<file path="src/rtl/ch8_mem_arbiter.sv">
// ch8_mem_arbiter: 3-way round-robin CHIP-8 RAM arbiter with a bounded bus lock
module ch8_mem_arbiter (
  input  logic        clk,
  input  logic        reset,
  input  logic [2:0]  req,
  input  logic [2:0]  we,
  input  logic [2:0]  lock,
  input  logic [11:0] addr0,
  input  logic [11:0] addr1,
  input  logic [11:0] addr2,
  input  logic [7:0]  wdata0,
  input  logic [7:0]  wdata1,
  input  logic [7:0]  wdata2,
  output logic [2:0]  gnt,
  output logic [2:0]  rvalid,
  output logic [7:0]  rdata,
  output logic        mem_en,
  output logic        mem_we,
  output logic [11:0] mem_addr,
  output logic [7:0]  mem_wdata,
  input  logic [7:0]  mem_rdata
);
  typedef enum logic {ARB, LOCKED} state_t;
  state_t     state, state_n;
  logic [1:0] last, last_n, owner, owner_n;
  logic [4:0] lock_cnt, lock_cnt_n;
  logic [2:0] rv_q, rv_n;
  logic [1:0] p0, p1, p2, rr_idx, gi;
  logic       owner_req, hit;
  always_comb begin
    p0 = (last == 2'd2) ? 2'd0 : last + 2'd1;
    p1 = (p0 == 2'd2) ? 2'd0 : p0 + 2'd1;
    p2 = (p1 == 2'd2) ? 2'd0 : p1 + 2'd1;
    rr_idx = req[p0] ? p0 : req[p1] ? p1 : p2;
    owner_req = (state == LOCKED) && req[owner];
    gi = owner_req ? owner : rr_idx;
    hit = !reset && (owner_req || |req);
    gnt = hit ? 3'b001 << gi : 3'b000;
  end
  always_comb begin
    mem_en = hit;
    mem_we = hit && we[gi];
    mem_addr = gnt[0] ? addr0 : gnt[1] ? addr1 : gnt[2] ? addr2 : 12'h000;
    mem_wdata = gnt[0] ? wdata0 : gnt[1] ? wdata1 : gnt[2] ? wdata2 : 8'h00;
    rvalid = reset ? 3'b000 : rv_q;
    rdata = mem_rdata;
  end
  // The 16th consecutive owner grant (count 15 -> 16) forcibly ends the lock.
  always_comb begin
    state_n = ARB;
    last_n = last;
    owner_n = owner;
    lock_cnt_n = 5'd0;
    rv_n = (hit && !we[gi]) ? gnt : 3'b000;
    if (hit) begin
      last_n = gi;
      if (owner_req) begin
        lock_cnt_n = lock_cnt + 5'd1;
        state_n = (lock[gi] && lock_cnt != 5'd15) ? LOCKED : ARB;
      end else begin
        state_n = lock[gi] ? LOCKED : ARB;
        owner_n = lock[gi] ? gi : owner;
        lock_cnt_n = lock[gi] ? 5'd1 : 5'd0;
      end
    end
  end
  always_ff @(posedge clk) begin
    if (reset) begin
      state <= ARB;
      last <= 2'd2;
      owner <= 2'd0;
      lock_cnt <= 5'd0;
      rv_q <= 3'b000;
    end else begin
      state <= state_n;
      last <= last_n;
      owner <= owner_n;
      lock_cnt <= lock_cnt_n;
      rv_q <= rv_n;
    end
  end
endmodule

</file>
<file path="config.mk">
export PLATFORM = sky130hd
export DESIGN_NAME = ch8_mem_arbiter
export DESIGN_NICKNAME = d
export VERILOG_FILES = /design/src/rtl/ch8_mem_arbiter.sv
export SDC_FILE = /design/constraint.sdc
export NUM_CORES = 1
export LEC_CHECK = 0
export ABC_AREA = 1
export CORE_UTILIZATION = 31
export CTS_CLUSTER_SIZE = 12
export DETAILED_ROUTE_END_ITERATION = 7
export HOLD_SLACK_MARGIN = 0.05
export PLACE_DENSITY = 0.8
export SETUP_SLACK_MARGIN = 0.5
export SLEW_MARGIN = 10
export SYNTH_ARGS = -nofsm -noshare
export SYNTH_HDL_FRONTEND = slang
export SYNTH_SLANG_ARGS = --single-unit
</file>
<file path="constraint.sdc">
create_clock -name clk -period 1.8 [get_ports clk]
set_input_delay 0.36 -clock clk [delete_from_list [all_inputs] [get_ports clk]]
set_output_delay 0.36 -clock clk [all_outputs]
set_load 0.01 [all_outputs]
</file>
==> Flow_metrics.wiki <==
{| class="wikitable"
! Metric !! Value
|-
| Outcome || complete, but fails checks
|-
| Violations in the final reports || setup timing
|-
| Final critical-path required period || 2.26 ns
|-
| Placement-stage worst setup slack || -1.12 ns
|-
| Total power || 0.00259 W
|-
| Register area share after synthesis || 20.7%
|-
| Per-instance average area after synthesis || 5.98 sq um
|-
| Highest attainable clock frequency || 0.443 GHz
|-
| Residual overflow from global routing || 0
|-
| Via count of the first global-routing pass || 1796
|-
| Detailed-route wire length per cell || 14.7 um
|-
| GRT Resource Usage Total || 24.7%
|-
| # IOs || 115
|-
| Clk Latency, worst-skew pair || 0.25 ns
|-
| Initial Util || 33.3%
|-
| Leading cell types by count after synthesis || 79 x nand2_1, 28 x nand3_1, 21 x inv_1
|-
| Number of routed nets with antenna violations || 0
|-
| Largest fanout of any net on the critical path || 6
|-
| Ys async rst share || 0%
|-
| Total count of max-transition violations in the final report || 0
|-
| Final antenna diode count || 0
|-
| IR Drop Worst-Case VDD || 0.642 mV
|-
| Deepest clock path buffer count || 2
|-
| Number of nets produced by synthesis || 291
|-
| Cell types occupying the most area after synthesis || nand2_1 24%, dfxtp_1 21%, nand3_1 11%
|-
| Setup repair after global routing missed its margin || yes
|-
| Number of enable flip-flop cells after synthesis || 0
|-
| Slew Limit Headroom || 87.8%
|-
| Number of detailed-routing iterations run before antenna repair || 5
|-
| Number of distinct library cell variants in the gate-level netlist after synthesis || 25
|-
| Yosys top cell by area || nand2_1
|-
| Number of storage elements in the synthesis netlist || 13
|-
| Global-route wire length before repair || 8110 um
|-
| Slew at the pin closest to its max-slew limit || 0.182 ns
|-
| CTS tree || yes
|-
| Share of the clock period used by the worst path || 125%
|-
| Cell repeated most along the worst path || nand2_4
|-
| Worst endpoint data arrival time || 1.90 ns
|-
| Power density over cell area || 828 nW/um^2
|-
| Total clock buffers created by CTS || 3
|-
| Crit start category || flip-flop
|-
| Startpoint of the worst register-to-register path || owner[1]
|-
| Number of vias in the routed layout || 1934
|-
| Hold-fix buffers at CTS || 0
|-
| Die Y-Extent || 65.7 um
|-
| Max capacitance violation total || 0
|-
| Remaining routing DRC violations || 0
|-
| Storage element area || 273 sq um
|-
| Post-layout nets || 432
|-
| Area of the die || 4310 sq um
|-
| Cell chain of the critical path || inv_2 > nand3_2 > nand3_4 > nand2_1 > inv_2 > nand2_2 > nand2_4 > nand2_4 > nor2_4 > buf_6 > buf_16 > nand2_4 > nand3_2 > buf_6
|-
| Core outline area || 3770 sq um
|-
| Final setup margin || -0.455 ns
|-
| HPWL Detailed || 3490 um
|-
| Initial DRC count || 109
|-
| Maximum level of the CTS H-tree || 1
|-
| Crit path from || owner[1]
|-
| Total routed wirelength || 5860 um
|-
| Nature of the critical path endpoint || output port
|-
| Leakage component of the power || 1.58 nW
|-
| Row cnt || 22
|-
| Layout cell share with drive strength beyond 1 || 50.6%
|-
| Longest individual stage delay on the worst path || 0.35 ns
|-
| Final non-filler cell total || 398
|-
| CTS root buffer || clkbuf_8
|-
| Clk_skew || 0.00414 ns
|-
| Predominant post-synthesis flop cell || dfxtp_1
|-
| Launch instance of the worst min-delay path || reset
|-
| Final hold vios || 0
|-
| Share of the synthesized area in the top cell type || 23.6%
|-
| Routability congestion estimate from global placement || 0.808
|-
| Fill cell total of the finished layout || 214
|-
| Clock-pin slew on the worst setup and hold paths || 0.06 ns
|-
| Highest-delay cell along the critical path || dfxtp_2
|-
| Standard cell area after detailed placement || 2640 sq um
|-
| Path category of the worst min-delay check || in2reg
|-
| Post-synthesis cell area || 1260 sq um
|-
| Crit path required time || 1.44 ns
|-
| Via-per-instance ratio || 4.86
|-
| Non-Filler Cell Area, Final || 3130 sq um
|-
| Placed Instances || 372
|-
| Total area of multi-input combinational cells || 1090 sq um
|-
| Clock sink total || 13
|-
| Count of final setup violators || 28
|-
| Quantity of I/O buffers inserted on ports || 98
|-
| Post-synthesis instance total || 210
|-
| Top-count cell post-synth || nand2_1
|-
| Largest net degree at the start of global routing || 18
|-
| Horizontal die dimension || 65.7 um
|-
| Initial antenna violation count || 0
|-
| Warning count from the yosys run || 0
|-
| Relative area change from synthesis to final layout || 150%
|-
| Critical path class || reg2out
|}
==> final cells by class <==
type / instances / share of cell area (%)
sequential: 13 / 8.70
timing repair buffer: 150 / 48.7
inverter: 27 / 4.35
tap: 48 / 1.92
multi-input combinational: 156 / 34.9
clock buffer: 4 / 1.44
==> per-stage QoR <==
stage	hold slack, ns	TNS [ns]	utilization [%]
4_1_cts	0.453	-8.53	80.6
2_1_floorplan	0.422	0	-
5_1_grt	0.462	-13.11	83.1
3_5_place_dp	0.520	-30.61	70.0
6_report	0.447	-10.48	83.1
3_3_place_gp	0.497	-29.81	70.0
==> cells by family (layout without fill, tap and decap cells) <==
logic type,Yosys count,count (layout),synth area share (%)
xor+xnor,1,1,0.697
compound gates,15,15,8.07
flops,13,13,20.7
buf+inv,41,181,18.7
simple gates,138,138,49.8
fa+ha+maj,2,2,1.99
==> flip-flops by register name (all words and copies together) (netlist names) <==
name,flops
last,2
lock_cnt,5
owner,2
rv_q,3
state,1
==> layout by cell type, fill, tap and decap left out, types with 2 or more instances in the layout <==
master / count
buf_4: 29
o21ai_2: 2
nor2_1: 10
nand2_2: 10
inv_2: 6
nand2_4: 21
nand2_1: 57
nor2_2: 3
buf_12: 4
clkbuf_8: 3
buf_2: 7
ha_1: 2
clkdlybuf4s50_1: 66
nand3_4: 2
a21oi_2: 3
dfxtp_1: 9
inv_4: 5
buf_6: 40
nor2_4: 2
a21oi_1: 2
dfxtp_4: 3
o21ai_1: 2
buf_16: 2
nand3_2: 24
o211ai_1: 2
nand3_1: 7
inv_1: 13
==> path summary, 6_finish.rpt <==
kind | to | slack, ns | cells past startpoint
max reg2reg | rv_q[0] | -0.18 | 18
min reg2reg | lock_cnt[4] | 0.53 | 3
min | last[0] | 0.45 | 3
max | mem_wdata[1] | -0.46 | 14
==> metal layers <==
metal | wire length, um | track usage [%] | vias to the layer above
met1 | 2180 | 26.0 | 887
met5 | 0 | 0 | -
met2 | 3110 | 45.0 | 98
met3 | 373 | 7.64 | 20
li1 | - | - | 929
met4 | 195 | 9.78 | 0
==> repair_timing <==
item | 4_1_cts | 5_1_grt
pin swaps | 30 | 15
resized for setup | 203 | 19
cloned | 2 | 0
buffers inserted | 16 | 4
endpoints found under the setup margin | 41 | 38
==> power by group <==
| part | internal (W) | switching [W] | total, W |
|---|---|---|---|
| logic | 0.00106 | 0.000879 | 0.00194 |
| clock network | 0.000157 | 0.000110 | 0.000266 |
| registers | 0.000337 | 0.0000484 | 0.000386 |
==> critical path: cells and delay by family, from the launching register on <==
family | cells | cell delay, ns
flops | 1 | 0.35
buf+inv | 5 | 0.49
simple gates | 9 | 0.81
Note: power is estimated with default switching activity, not from simulation.
